File: src/rtl/spi_slave_pkg.sv
// Shared opcodes and FSM state encoding for the SPI byte-register slave.
package spi_slave_pkg;

   localparam logic [7:0] OP_WRITE = 8'h02;
   localparam logic [7:0] OP_READ  = 8'h03;
   localparam logic [7:0] OP_STAT  = 8'h05;

   typedef enum logic [2:0] {
      ST_IDLE,
      ST_CMD,
      ST_ADDR,
      ST_WDATA,
      ST_RDATA,
      ST_DISCARD,
      ST_STAT
   } state_t;

endpackage

File: src/rtl/spi_slave_sync.sv
// Multi-flop synchronizer for one asynchronous SPI line, with one-cycle
// rise/fall pulses derived from the synchronized level.
module spi_slave_sync #(
   parameter int   STAGES  = 2,
   parameter logic RST_VAL = 1'b0
) (
   input  logic clk,
   input  logic srst,
   input  logic din,
   output logic sync,
   output logic rise,
   output logic fall
);

   logic [STAGES-1:0] chain_reg;
   logic              prev_reg;

   always_ff @(posedge clk) begin
      if (srst) begin
         chain_reg <= {STAGES{RST_VAL}};
         prev_reg  <= RST_VAL;
      end else begin
         chain_reg <= {chain_reg[STAGES-2:0], din};
         prev_reg  <= chain_reg[STAGES-1];
      end
   end

   assign sync = chain_reg[STAGES-1];
   assign rise = sync & ~prev_reg;
   assign fall = ~sync & prev_reg;

endmodule

File: src/rtl/spi_slave_mem.sv
// SPI mode-0 slave exposing MEM_DEPTH byte registers (write 0x02, read 0x03).
// Define SPI_SLAVE_STATUS_EN to enable opcode 0x05 (saturating write-transfer count).
module spi_slave_mem
   import spi_slave_pkg::*;
#(
   parameter int MEM_DEPTH   = 16,
   parameter int SYNC_STAGES = 2
) (
   input  logic ref_clk,
   input  logic pad_reset,
   input  logic spim_sck_i,
   input  logic spim_csn_i,
   input  logic spim_mosi_i,
   output logic spim_miso_o,
   output logic spim_miso_oe_o,
   output logic xfer_done_o,
   output logic cmd_err_o
);

   localparam int         AW     = $clog2(MEM_DEPTH);
   localparam logic [7:0] SETTLE = 8'(SYNC_STAGES + 1);

   logic                   sck_sync, sck_rise, sck_fall;
   logic                   csn_sync, csn_rise, csn_fall;
   logic [SYNC_STAGES-1:0] mosi_chain_reg;
   logic                   mosi_sync;
   state_t                 state_reg, state_next;
   logic [2:0]             bit_cnt_reg;
   logic [6:0]             rx_shift_reg;
   logic [7:0]             rx_byte, tx_shift_reg, tx_value;
   logic [AW-1:0]          addr_reg, addr_next;
   logic [7:0]             mem_reg [MEM_DEPTH];
   logic                   op_read_reg, byte_seen_reg, armed_reg;
   logic [7:0]             settle_reg;
   logic                   xfer_done_reg, cmd_err_reg;
   logic                   sample_en, byte_done, mem_we, tx_load, err_next;

   spi_slave_sync #(.STAGES(SYNC_STAGES), .RST_VAL(1'b0)) u_sck_sync (
      .clk(ref_clk), .srst(pad_reset), .din(spim_sck_i),
      .sync(sck_sync), .rise(sck_rise), .fall(sck_fall)
   );

   spi_slave_sync #(.STAGES(SYNC_STAGES), .RST_VAL(1'b1)) u_csn_sync (
      .clk(ref_clk), .srst(pad_reset), .din(spim_csn_i),
      .sync(csn_sync), .rise(csn_rise), .fall(csn_fall)
   );

   always_ff @(posedge ref_clk) begin
      if (pad_reset) mosi_chain_reg <= '0;
      else           mosi_chain_reg <= {mosi_chain_reg[SYNC_STAGES-2:0], spim_mosi_i};
   end
   assign mosi_sync = mosi_chain_reg[SYNC_STAGES-1];

   // csn_rise always implies csn_sync high, so the csn term also lets csn win a tie.
   assign sample_en = sck_rise && sck_sync && !csn_sync && (state_reg != ST_IDLE);
   assign byte_done = sample_en && (bit_cnt_reg == 3'd7);
   assign rx_byte   = {rx_shift_reg, mosi_sync};

`ifdef SPI_SLAVE_STATUS_EN
   logic [7:0] wr_count_reg;
   logic       wrote_reg;

   always_ff @(posedge ref_clk) begin
      if (pad_reset) begin
         wr_count_reg <= '0;
         wrote_reg    <= 1'b0;
      end else begin
         if (csn_rise || csn_fall) wrote_reg <= 1'b0;
         else if (mem_we)          wrote_reg <= 1'b1;
         if (csn_rise && wrote_reg && (wr_count_reg != 8'hFF))
            wr_count_reg <= wr_count_reg + 8'd1;
      end
   end
`endif

   always_comb begin
      state_next = state_reg;
      addr_next  = addr_reg;
      tx_value   = tx_shift_reg;
      mem_we     = 1'b0;
      tx_load    = 1'b0;
      err_next   = 1'b0;
      if (csn_rise) begin
         state_next = ST_IDLE;
      end else begin
         case (state_reg)
            ST_IDLE: if (csn_fall && armed_reg) state_next = ST_CMD;
            ST_CMD: if (byte_done) begin
               if (rx_byte == OP_WRITE || rx_byte == OP_READ) begin
                  state_next = ST_ADDR;
`ifdef SPI_SLAVE_STATUS_EN
               end else if (rx_byte == OP_STAT) begin
                  state_next = ST_STAT;
                  tx_load    = 1'b1;
                  tx_value   = wr_count_reg;
`endif
               end else begin
                  state_next = ST_DISCARD;
                  err_next   = 1'b1;
               end
            end
            ST_ADDR: if (byte_done) begin
               addr_next = rx_byte[AW-1:0];
               if (op_read_reg) begin
                  state_next = ST_RDATA;
                  tx_load    = 1'b1;
                  tx_value   = mem_reg[rx_byte[AW-1:0]];
                  addr_next  = rx_byte[AW-1:0] + AW'(1);
               end else begin
                  state_next = ST_WDATA;
               end
            end
            ST_WDATA: if (byte_done) begin
               mem_we    = 1'b1;
               addr_next = addr_reg + AW'(1);
            end
            ST_RDATA: if (byte_done) begin
               tx_load   = 1'b1;
               tx_value  = mem_reg[addr_reg];
               addr_next = addr_reg + AW'(1);
            end
`ifdef SPI_SLAVE_STATUS_EN
            ST_STAT: if (byte_done) begin
               tx_load  = 1'b1;
               tx_value = wr_count_reg;
            end
`endif
            default: ;
         endcase
      end
   end

   always_ff @(posedge ref_clk) begin
      if (pad_reset) begin
         state_reg     <= ST_IDLE;
         addr_reg      <= '0;
         bit_cnt_reg   <= '0;
         rx_shift_reg  <= '0;
         tx_shift_reg  <= '0;
         op_read_reg   <= 1'b0;
         byte_seen_reg <= 1'b0;
         xfer_done_reg <= 1'b0;
         cmd_err_reg   <= 1'b0;
         settle_reg    <= '0;
         armed_reg     <= 1'b0;
      end else begin
         state_reg     <= state_next;
         addr_reg      <= addr_next;
         cmd_err_reg   <= err_next;
         xfer_done_reg <= csn_rise && byte_seen_reg;
         // Arm only once csn is seen high through a freshly refilled synchronizer,
         // so a transfer cut by reset is not resumed mid-stream.
         if (settle_reg != SETTLE)            settle_reg <= settle_reg + 8'd1;
         if ((settle_reg == SETTLE) && csn_sync) armed_reg <= 1'b1;
         if (csn_rise || csn_fall) bit_cnt_reg <= '0;
         else if (sample_en)       bit_cnt_reg <= bit_cnt_reg + 3'd1;
         if (sample_en) rx_shift_reg <= rx_byte[6:0];
         if (csn_rise || csn_fall) byte_seen_reg <= 1'b0;
         else if (byte_done)       byte_seen_reg <= 1'b1;
         if (state_reg == ST_CMD && byte_done) op_read_reg <= (rx_byte == OP_READ);
         if (csn_rise)     tx_shift_reg <= '0;
         else if (tx_load) tx_shift_reg <= tx_value;
         else if (sck_fall && !csn_sync && (bit_cnt_reg != 3'd0))
            tx_shift_reg <= {tx_shift_reg[6:0], 1'b0};
      end
   end

   genvar gi;
   generate
      for (gi = 0; gi < MEM_DEPTH; gi++) begin : g_mem
         always_ff @(posedge ref_clk) begin
            if (pad_reset)                             mem_reg[gi] <= '0;
            else if (mem_we && (addr_reg == AW'(gi)))  mem_reg[gi] <= rx_byte;
         end
      end
   endgenerate

   assign spim_miso_oe_o = ((state_reg == ST_RDATA) || (state_reg == ST_STAT)) && !csn_sync;
   assign spim_miso_o    = spim_miso_oe_o && tx_shift_reg[7];
   assign xfer_done_o    = xfer_done_reg;
   assign cmd_err_o      = cmd_err_reg;

endmodule
File: config.mk
export PLATFORM = sky130hd
export DESIGN_NAME = spi_slave_mem
export DESIGN_NICKNAME = d
export VERILOG_FILES = /design/src/rtl/spi_slave_pkg.sv /design/src/rtl/spi_slave_sync.sv /design/src/rtl/spi_slave_mem.sv
export SDC_FILE = /design/constraint.sdc
export NUM_CORES = 1
export LEC_CHECK = 0
export BUFFER_PORTS_ARGS = -buffer_cell sky130_fd_sc_hd__buf_4
export CORE_ASPECT_RATIO = 0.8
export CORE_MARGIN = 1
export CORE_UTILIZATION = 55
export CTS_CLUSTER_SIZE = 24
export DETAILED_ROUTE_END_ITERATION = 10
export PLACE_DENSITY = 0.71
export REMOVE_ABC_BUFFERS = 1
export SYNTH_ARGS = -nofsm -noshare
export SYNTH_HDL_FRONTEND = slang
export SYNTH_HIERARCHICAL = 1
export SYNTH_SLANG_ARGS = --single-unit
File: constraint.sdc
create_clock -name ref_clk -period 5.3 [get_ports ref_clk]
set_input_delay 1.06 -clock ref_clk [delete_from_list [all_inputs] [get_ports ref_clk]]
set_output_delay 1.06 -clock ref_clk [all_outputs]
set_load 0.005 [all_outputs]
==> results of run 1 <==
area by class of cell:
class                   instances  area, µm²  share of cell area, %
well taps                     220        275                   2.73
repair buffers                 18        135                   1.34
clock inverters                11        114                   1.13
multi-input cells             493       4210                   41.7
flip-flops and latches        178       4850                   48.0
clock buffers                  21        484                   4.80
inverters                       7       26.3                  0.260
through the flow:
stage | cells | cell area (µm²) | utilization, %
after floorplan | 678 | 9080 | -
after global placement | 916 | 9500 | 57.4
after detailed placement | 916 | 9500 | 57.4
after CTS | 948 | 10100 | 61.0
after global routing | 948 | 10100 | 61.0
final | 948 | 10100 | 61.0
report_power, final:
part           internal, W  switching (W)
Clock             0.000716       0.000564
Sequential         0.00153      0.0000382
Combinational    0.0000543      0.0000654
logic make-up after synthesis:
group | Yosys count
buffers and inverters | 61
adder cells (fa/ha/maj) | 10
AO/OA/AOI/OAI | 85
XOR/XNOR | 12
multiplexers | 106
AND/OR/NAND/NOR | 280
flip-flops | 178
metal layers:
metal	vias to the layer above	routed length (µm)	track usage (%)
met3	30	3030	9.96
met2	386	10400	40.7
li1	2699	-	-
met5	-	0	0
met4	0	354	6.51
met1	3078	10500	43.8
worst max-delay path, stage by stage (launching register included):
cell and delay [ns]:
dfxtp_1 0.67, o31a_1 0.81, nand3_1 0.73, o21bai_1 0.83
synth_stat cells (all sizes together), types with 2 or more instances:
library cell	number
nand2	22
dfxtp	50
nor3	23
o21a	2
nor4b	3
nand2b	8
or3	9
buf	31
mux2i	44
nand3b	7
a21oi	14
o21ai	7
ha	10
a211oi	6
a211o	9
mux4	55
and2	114
or3b	3
nand4	2
or2	8
nor2b	9
o21bai	17
nand3	14
mux2	7
o22ai	14
o2111ai	6
xor2	7
xnor2	5
inv	6
clkbuf	23
and3	2
edfxtp	128
a31oi	4
nor2	49
nor3b	3
worst paths after layout:
check                                               end  cells after the start
worst max-delay path                     mem_reg[12][4]                      3
worst min-delay path            u_csn_sync/chain_reg[1]                      1
worst max register to register           mem_reg[12][4]                      3
worst min register to register  u_csn_sync/chain_reg[1]                      1
==> metrics.yaml, run 1 <==
cts:
  clkSinkCount: 178
  post_cts.resized_instances: 0
  clock_tree.htree_level_count: 4
  cts.clk_slew.worst_paths_ns: 0.07
  tritoncts.num_buffers: 17
  clock_tree.buffer_depth: 2
  cts_tree: "done"
  cts.repair_timing.setup_buffer_count: 0
  holdBufCountCts: 0
  insertion_delay_ns: 0.44
  ctsRootBufferMaster: "clkbuf_16"
global_route:
  grt_pass1_wl_um: 36300
  grt_antenna_before_repair: 0
  globalRouteOverflowTotal: 0
  track_usage_pct: 29.2
  grt_start_max_net_pins: 50
  first_global_vias: 5867
worst_setup_path:
  worst_r2r_startpoint: "state_reg[0]"
  critical_path_required_ns: 5.36
  timing_worst_setup_path_type: "flip-flop to flip-flop"
  crit_path_start: "state_reg[0]"
  worst_setup_path_start_kind: "flip-flop"
  crit_path_max_fanout: 18
  worst-endpoint-arrival_ns: 3.49
  critical_path.endpoint_type: "flip-flop"
  r2r_setup_slack_ns: 1.87
timing:
  fin_crit_ns: 3.43
  fin_max_slew_vios: 0
  report.final.hold_viol_count: 0
  maxClockFrequency_mhz: 292
  rsz0062_at_grt: "no"
  final.setup.worst_slack_ns: 1.87
  timing_worst_slew_pin_value_ns: 1.13
  setup_tns_ns: 0
  max_slew_margin_pct: 24.4
  fin_skew_ns: 0.00821
  fin_crit_sh_pct: 64.7
  setup_viol_count_final: 0
  final.hold.worst_slack_ns: 0.433
synthesis:
  synth_area_um2: 9340
  synth-compound-area-share_pct: 6.36
  syn_area_per_cell_um2: 12.8
  post_synth_edffs: 128
  synth.largest_area_cell: "edfxtp_1"
  yosys.area_share.xor_xnor_pct: 1.12
  yosys-top-cells-area: "edfxtp_1 (41%), mux4_2 (13%), dfxtp_1 (11%)"
  ys_async_sr_fraction_pct: 0
  syn_inst: 732
  commonest_register_cell_after_synthesis: "edfxtp_1"
  synth_top_family_by_area: "multiplexers"
  post_synth_mux_area_share_pct: 18.8
  synth_fa_ha_area_share_pct: 1.34
  synth_simple_gate_area_share_pct: 17.4
  post-synth-top-area-fraction_pct: 41.1
  yosysSeqAreaShare_pct: 51.8
  synth.ff_latch_count: 178
  post_synth_cell_types: 59
  synthesis.yosys.warnings: 6
placement:
  place_hpwl_um: 16800
  numPortBuffers: 8
  place_ws_ns: 2.00
  place_congestion: 0.913
final_layout:
  layout.cells.most_common_list: "edfxtp_1 (128), and2_1 (108), mux4_2 (55), dfxtp_1 (47), mux2i_1 (44)"
  post_route_cells_drive_above_1_share_pct: 19.4
  largest_register_ff_count: 128
  n_fill_cell: 1291
  area_delta_synth_final_pct: 8.03
  mostFrequentLayoutCell: "edfxtp_1"
  final_nets: 730
  antenna_cells: 0
status:
  run_status: "completed"
power_and_ir_drop:
  ir_worst_vdd_mv: 0.208
  p_leak_nw: 3.43
  report.power.total_w: 0.00297
  power_density_nw_per_um2: 294
floorplanning:
  chipHeight_um: 119
  fp.coreArea_um2: 16600
  placement_rows: 42
  dieWidth_um: 148
  boundaryPins: 9
  die_area_um2: 17500
  starting_density_of_the_core_pct: 56.4
hold_path:
  hold_path_startpoint: "u_csn_sync/chain_reg[0]"
  class_of_the_tightest_hold_or_removal_check: "flip-flop to flip-flop"
run:
  max-cap-violations: 0
detailed_routing:
  post_dr_vias_cell: 6.53
  drt_iter0_drc: 866
  wl_um: 24200
  vias: 6193
  dr.pass1.iters: 5
  drt-wirelength-per-cell_um: 25.5
  antenna_violating_nets_post_route: 0
  post-route-drc-count: 0
Note: power is estimated with default switching activity, not from simulation.
==> run 2, diff against run 1 <==
--- a/config.mk
+++ b/config.mk
@@ -5,13 +5,14 @@
 export SDC_FILE = /design/constraint.sdc
 export NUM_CORES = 1
 export LEC_CHECK = 0
+export ABC_AREA = 1
 export BUFFER_PORTS_ARGS = -buffer_cell sky130_fd_sc_hd__buf_4
 export CORE_ASPECT_RATIO = 0.8
 export CORE_MARGIN = 1
 export CORE_UTILIZATION = 55
 export CTS_CLUSTER_SIZE = 24
 export DETAILED_ROUTE_END_ITERATION = 10
-export PLACE_DENSITY = 0.71
+export PLACE_DENSITY = 0.74
 export REMOVE_ABC_BUFFERS = 1
 export SYNTH_ARGS = -nofsm -noshare
 export SYNTH_HDL_FRONTEND = slang
==> constraint.sdc (replaced) <==
create_clock -name ref_clk -period 2.97 [get_ports ref_clk]
set_input_delay 0.594 -clock ref_clk [delete_from_list [all_inputs] [get_ports ref_clk]]
set_output_delay 0.594 -clock ref_clk [all_outputs]
set_load 0.005 [all_outputs]
==> run 2 against run 1 <==
  * Critical path depth increased by 10
  * Critical endpoint is now mem_reg[8][6]
  * Area after synthesis increased by 5.9%
  * Power increased by 80%
==> metrics.yaml, run 2 <==
status:
  run_status: "completed"
detailed_routing:
  drt-wirelength-per-cell_um: 18.6  # -27%
  vias: 8397  # +36%
  wl_um: 27400  # +13%
  post_dr_vias_cell: 5.70  # -13%
  post-route-drc-count: 0  # unchanged
  dr.pass1.iters: 6  # +1
  antenna_violating_nets_post_route: 0  # unchanged
  drt_iter0_drc: 1095  # +26%
synthesis:
  synth.ff_latch_count: 178  # unchanged
  ys_async_sr_fraction_pct: 0  # unchanged
  post_synth_cell_types: 36  # -39%
  post-synth-top-area-fraction_pct: 38.8  # -2.3 points
  syn_area_per_cell_um2: 8.01  # -37%
  yosys-top-cells-area: "edfxtp_1 (39%), nand2_1 (10%), dfxtp_1 (10%)"
  synth_top_cells_by_count: "nand2_1 (274), nand3_1 (185), inv_1 (144)"
  syn_inst: 1236  # +69%
  synth_area_um2: 9900  # +5.9%
  yosysSeqAreaShare_pct: 49.0  # -2.9 points
  synth.largest_area_cell: "edfxtp_1"
  synthesis.yosys.warnings: 6  # unchanged
  commonest_register_cell_after_synthesis: "edfxtp_1"
  yosys.cell_count.top_type: "nand2_1"
  post_synth_edffs: 128  # unchanged
timing:
  setup_viol_count_final: 0  # unchanged
  fin_skew_ns: 0.00910  # +0.000886 ns
  fin_max_slew_vios: 0  # unchanged
  timing_worst_slew_pin_value_ns: 0.809  # -0.323 ns
  max_slew_margin_pct: 46.0  # +22 points
  setup_tns_ns: 0  # unchanged
  maxClockFrequency_mhz: 450  # +54%
  fin_crit_ns: 2.22  # -1.20 ns
  fin_crit_sh_pct: 74.9  # +10 points
  final.hold.worst_slack_ns: 0.330  # -0.102 ns
  report.final.hold_viol_count: 0  # unchanged
  rsz0062_at_grt: "no"
final_layout:
  post_route_cells_drive_above_1_share_pct: 12.8  # -6.6 points
  layout.cells.most_common_list: "nand2_1 (274), nand3_1 (185), inv_1 (144), nor2_1 (140), edfxtp_1 (128)"
  antenna_cells: 0  # unchanged
  mostFrequentLayoutCell: "nand2_1"
  area_delta_synth_final_pct: 9.75
  final_nets: 1249  # +71%
  fin_area_um2: 10900  # +7.6%
  largest_register_ff_count: 128  # unchanged
  n_fill_cell: 1492  # +16%
worst_setup_path:
  worst_r2r_startpoint: "u_sck_sync/chain_reg[1]"
  cp-endpoint: "mem_reg[8][6]"
  reg2reg_to: "mem_reg[8][6]"
  crit_path_max_fanout: 20  # +2
  critical_path.endpoint_type: "flip-flop"
  path_cells: "inv_1, nor2_1, nand2_1, nor2_1, nand2_4, nor2_8, nand2_4, inv_4, nand2_8, nor2_8, inv_2, o21ai_1, buf_4"
  timing.reg2reg.worst_path_depth: 13  # +10
  crit_path_start: "u_sck_sync/chain_reg[1]"
  critPathMaxStageDelay_ns: 0.35  # -0.48 ns
  worst-endpoint-arrival_ns: 2.37  # -1.12 ns
  timing_worst_setup_path_type: "flip-flop to flip-flop"
  worst_setup_path_start_kind: "flip-flop"
  worst_path_max_delay_cell: "dfxtp_1"
  r2r_setup_slack_ns: 0.75  # -1.13 ns
  critical_path_required_ns: 3.11  # -2.25 ns
cts:
  post_cts.resized_instances: 0  # unchanged
  cts.clk_slew.worst_paths_ns: 0.07  # about the same
  clkSinkCount: 178  # unchanged
  insertion_delay_ns: 0.44  # about the same
  cts.repair_timing.setup_buffer_count: 0  # unchanged
  holdBufCountCts: 0  # unchanged
  clock_tree.buffer_depth: 2  # unchanged
  clock_tree.htree_level_count: 4  # unchanged
  tritoncts.num_buffers: 17  # unchanged
  ctsRootBufferMaster: "clkbuf_16"
  cts_tree: "done"
power_and_ir_drop:
  p_comb_share_pct: 6.2  # +2.2 points
  power_density_nw_per_um2: 491  # +67%
  power.internal_w: 0.00401  # +75%
  clkPwrFrac_pct: 41.0  # -2.1 points
  power_frac_seq_pct: 52.8  # about the same
  power.share.switching_pct: 24.7  # +2.2 points
  p_leak_nw: 4.31  # +26%
  net-switching-power_w: 0.00132  # +97%
  ir_worst_vdd_mv: 0.302  # +45%
placement:
  place_hpwl_um: 18400  # +9.2%
  place_congestion: 0.969  # +6.2%
  dpl-instance-area_um2: 10300  # +8.4%
  numPortBuffers: 8  # unchanged
floorplanning:
  die_area_um2: 18500  # +5.8%
  starting_density_of_the_core_pct: 56.6  # +0.15 points
  dieWidth_um: 152  # +2.9%
  boundaryPins: 9  # unchanged
  fp.coreArea_um2: 17500  # +5.6%
  chipHeight_um: 122  # +2.9%
  placement_rows: 43  # +2.4%
hold_path:
  hold_path_startpoint: "spim_csn_i"
  class_of_the_tightest_hold_or_removal_check: "primary input to flip-flop"
global_route:
  grt_antenna_before_repair: 0  # unchanged
  grt_pass1_wl_um: 42300  # +16%
  grt_start_max_net_pins: 77  # +54%
  globalRouteOverflowTotal: 0  # unchanged
  track_usage_pct: 30.6  # +1.4 points
  first_global_vias: 7634  # +30%
run:
  max-cap-violations: 0  # unchanged
## run 2: cell types whose count changed after synthesis, sizes merged, moves of 55 or more
cell and change:
nand3 +188, inv +145, and2 -114, mux4 -55, nor2 +135, nand2 +257
## run 2: worst min-delay path by stage
| stage | slack [ns] | cells after the start | endpoint |
|---|---|---|---|
| floorplan | 0.39 | 2 | u_csn_sync/chain_reg[1] |
| global placement | 0.39 | 2 | u_sck_sync/chain_reg[1] |
| detailed placement | 0.39 | 2 | u_sck_sync/chain_reg[1] |
| CTS | 0.32 | 3 | u_csn_sync/chain_reg[0] |
| global route | 0.34 | 3 | u_csn_sync/chain_reg[0] |
| finish | 0.33 | 3 | u_csn_sync/chain_reg[0] |
## run 2: layer usage
layer	up-vias	track usage, %	part of all wire [%]
li1	4027	-	-
met2	458	45.0	43
met1	3843	44.1	44
met3	69	6.76	11
met4	0	11.7	2.7
met5	-	0	0
## run 2: power groups by stage
stage / clock network, W / registers [W] / logic [W]
after detailed placement: 0 / 0.00287 / 0.000322
after global placement: 0 / 0.00286 / 0.000316
after floorplan: 0 / 0.00286 / 0.000210
final: 0.00219 / 0.00281 / 0.000329
after CTS: 0.00221 / 0.00281 / 0.000324
after global routing: 0.00231 / 0.00282 / 0.000369
## run 2: kinds of logic (layout without fill, tap and decap cells)
group                      count (synthesis)  count (layout)  synth area share, %
AOI/OAI and AO/OA                        137             137                 7.88
xor gates and xnor gates                   8               8                0.708
adders and majority gates                 10              10                 1.26
buffers and inverters                    227             238                 8.96
DFF                                      178             178                 49.0
and+or+nand+nor                          676             676                 32.2
## run 2: layout make-up
cell class                 instances  area (µm²)  share of cell area, %
inverter                         159         599                   5.52
sequential                       178        4850                   44.6
tap                              225         282                   2.59
clock inverter                    14         115                   1.06
clock buffer                      18         450                   4.15
multi-input combinational        831        4170                   38.3
timing repair buffer              47         403                   3.71
## run 2: worst max-delay path, delay by kind of cell, from the launching register on
family	cells	cell delay [ns]
simple gates	8	0.96
compound gates	1	0.15
flops	1	0.35
buf+inv	4	0.45
## run 2: metrics by stage
stage | power [W] | utilization (%) | setup slack (ns) | std cells
2_1_floorplan | 0.00307 | - | -0.733 | 1168
3_3_place_gp | 0.00318 | 58.9 | 0.780 | 1440
3_5_place_dp | 0.00319 | 58.9 | 0.771 | 1440
4_1_cts | 0.00535 | 62.1 | 0.734 | 1472
5_1_grt | 0.00550 | 62.1 | 0.552 | 1472
6_report | 0.00533 | 62.1 | 0.747 | 1472
==> run 3, diff against run 2 <==
--- a/config.mk
+++ b/config.mk
@@ -5,14 +5,14 @@
 export SDC_FILE = /design/constraint.sdc
 export NUM_CORES = 1
 export LEC_CHECK = 0
-export ABC_AREA = 1
+export ABC_AREA = 0
 export BUFFER_PORTS_ARGS = -buffer_cell sky130_fd_sc_hd__buf_4
 export CORE_ASPECT_RATIO = 0.8
 export CORE_MARGIN = 1
 export CORE_UTILIZATION = 55
 export CTS_CLUSTER_SIZE = 24
 export DETAILED_ROUTE_END_ITERATION = 10
-export PLACE_DENSITY = 0.74
+export PLACE_DENSITY = 0.71
 export REMOVE_ABC_BUFFERS = 1
 export SYNTH_ARGS = -nofsm -noshare
 export SYNTH_HDL_FRONTEND = slang
==> constraint.sdc (replaced) <==
create_clock -name ref_clk -period 2.25 [get_ports ref_clk]
set_input_delay 0.45 -clock ref_clk [delete_from_list [all_inputs] [get_ports ref_clk]]
set_output_delay 0.45 -clock ref_clk [all_outputs]
set_load 0.005 [all_outputs]
==> run 3 against run 2 <==
  * Sequential share of layout area increased by 1.8 points
  * Die area decreased by 5.5%
  * Setup slack got worse by 0.60 ns
  * Global-route usage decreased by 2.3 points
  * Sequential power increased by 31%
  * First-iteration DRC count decreased by 36%
  * Via count decreased by 25%
  * Non-clock buffer count increased by 14
  * Power increased by 29%
  * Clock skew about the same
  * Largest power group unchanged
  * Highest routed layer unchanged
==> metrics.yaml, run 3 (same netlist as run 1, synthesis figures left out) <==
timing:
  timing_worst_slew_pin_value_ns: 0.787  # -0.0222 ns
  fin_crit_sh_pct: 93.3  # +18 points
  setup_tns_ns: 0  # unchanged
  fin_skew_ns: 0.00870  # -0.000400 ns
  maxClockFrequency_mhz: 476  # +5.9%
  max_slew_margin_pct: 46.7  # +0.71 points
  rsz0062_at_grt: "no"
  setup_viol_count_final: 0  # unchanged
  fin_crit_ns: 2.10  # -0.123 ns
  report.final.hold_viol_count: 0  # unchanged
  fin_max_slew_vios: 0  # unchanged
cts:
  cts.repair_timing.setup_buffer_count: 0  # unchanged
  clock_tree.htree_level_count: 4  # unchanged
  cts.clk_slew.worst_paths_ns: 0.06  # about the same
  tritoncts.num_buffers: 17  # unchanged
  insertion_delay_ns: 0.43  # about the same
  clock_tree.buffer_depth: 2  # unchanged
  holdBufCountCts: 0  # unchanged
  cts_tree: "done"
  clkSinkCount: 178  # unchanged
  ctsRootBufferMaster: "clkbuf_16"
worst_setup_path:
  timing.reg2reg.worst_path_depth: 9  # -4
  timing_worst_setup_path_type: "flip-flop to flip-flop"
  worst_r2r_startpoint: "bit_cnt_reg[0]"
  reg2reg_to: "mem_reg[8][3]"
  critical_path.endpoint_type: "flip-flop"
  worst_setup_path_start_kind: "flip-flop"
  critical_path_required_ns: 2.39  # -0.72 ns
  worst-endpoint-arrival_ns: 2.24  # -0.13 ns
  r2r_setup_slack_ns: 0.15  # -0.60 ns
  crit_path_max_fanout: 12  # -40%
hold_path:
  class_of_the_tightest_hold_or_removal_check: "primary input to flip-flop"
  min_to: "u_csn_sync/chain_reg[0]"
  worst_hold_path_cells: 2  # -1
  hold_path_startpoint: "spim_csn_i"
final_layout:
  layout.cells.most_common_list: "edfxtp_1 (128), and2_1 (108), buf_4 (57), mux4_2 (55), dfxtp_1 (46)"
  post_route_cells_drive_above_1_share_pct: 24.3  # +12 points
  final_std_cells_w_o_fill: 991  # -33%
  mostFrequentLayoutCell: "edfxtp_1"
  antenna_cells: 0  # unchanged
  multi_input_comb_area_um2: 4220  # +1.2%
  largest_register_ff_count: 128  # unchanged
  final_nets: 773  # -38%
  fin_area_um2: 10400  # -3.8%
  sequential_area_um2: 4850  # about the same
  final_core_utilization_pct: 63.1  # +1.0 points
  n_fill_cell: 1258  # -16%
  area_delta_synth_final_pct: 11.8
global_route:
  grt_start_max_net_pins: 34  # -56%
  globalRouteOverflowTotal: 0  # unchanged
  grt_pass1_wl_um: 36400  # -14%
  track_usage_pct: 28.3  # -2.3 points
  first_global_vias: 6306  # -17%
  grt_antenna_before_repair: 0  # unchanged
placement:
  place_congestion: 0.839  # -13%
  place.detailed.instances: 959  # -33%
  place_hpwl_um: 16700  # -9.0%
  numPortBuffers: 8  # unchanged
  dpl-instance-area_um2: 9870  # -4.1%
detailed_routing:
  post_dr_vias_cell: 6.31  # +11%
  drt-wirelength-per-cell_um: 23.3  # +25%
  drt_iter0_drc: 704  # -36%
  post-route-drc-count: 0  # unchanged
  vias: 6256  # -25%
  dr.pass1.iters: 7  # +1
  wl_um: 23100  # -16%
  antenna_violating_nets_post_route: 0  # unchanged
floorplanning:
  chipHeight_um: 119  # -2.8%
  boundaryPins: 9  # unchanged
  fp.coreArea_um2: 16600  # -5.3%
  starting_density_of_the_core_pct: 56.4  # -0.15 points
  placement_rows: 42  # -2.3%
  die_area_um2: 17500  # -5.5%
  dieWidth_um: 148  # -2.8%
power_and_ir_drop:
  power_density_nw_per_um2: 660  # +35%
  ir_worst_vdd_mv: 0.559  # +85%
  p_leak_nw: 3.65  # -15%
  report.power.total_w: 0.00690  # +29%
run:
  max-cap-violations: 0  # unchanged
status:
  run_status: "completed"
## run 3: through the flow
stage,hold slack [ns],setup WS (ns)
2_1_floorplan,0.383,-1.52
3_3_place_gp,0.387,0.203
3_5_place_dp,0.392,0.148
4_1_cts,0.190,0.0933
5_1_grt,0.189,0.00478
6_report,0.202,0.150
## run 3: critical path, stage by stage, from the launching register on
cell      delay, ns
dfxtp_1        0.37
ha_1           0.16
ha_2           0.22
nand2_1        0.07
nor3_1         0.15
buf_4          0.15
nand3_1        0.08
buf_4          0.20
o21bai_1       0.19
buf_4          0.22
## run 3: how the worst max path moves through the flow
stage / startpoint / endpoint / cells past startpoint
floorplan: mosi_chain_reg[1] / state_reg[1] / 7
global placement: bit_cnt_reg[0] / mem_reg[10][2] / 9
detailed placement: bit_cnt_reg[0] / mem_reg[2][2] / 9
CTS: bit_cnt_reg[0] / mem_reg[2][2] / 9
global route: bit_cnt_reg[0] / mem_reg[8][3] / 9
finish: bit_cnt_reg[0] / mem_reg[8][3] / 9
## run 3: final cells by class
type	instances	area share, %
inverter	7	0.251
sequential	178	46.4
tap	220	2.63
timing repair buffer	61	4.86
clock inverter	8	0.719
multi-input combinational	493	40.4
clock buffer	24	4.75
## run 3: power by group
group	total, W	internal, W	switching [W]
sequential	0.00368	0.00360	0.0000782
combinational	0.000321	0.000156	0.000165
clock	0.00290	0.00166	0.00124
total	0.00690	0.00542	0.00148
## run 3: what timing repair did
action,in CTS,in global routing
endpoints found under the hold margin,0,0
setup endpoints to repair,0,31
resized for setup,0,3
## run 3: layer usage
layer  vias to the layer above  track usage [%]  wire, µm
met5                         -                0         0
met2                       322             46.0     11200
met4                         0             8.44       417
met3                        35             6.02      1990
met1                      3118             38.2      9410
li1                       2781                -         -
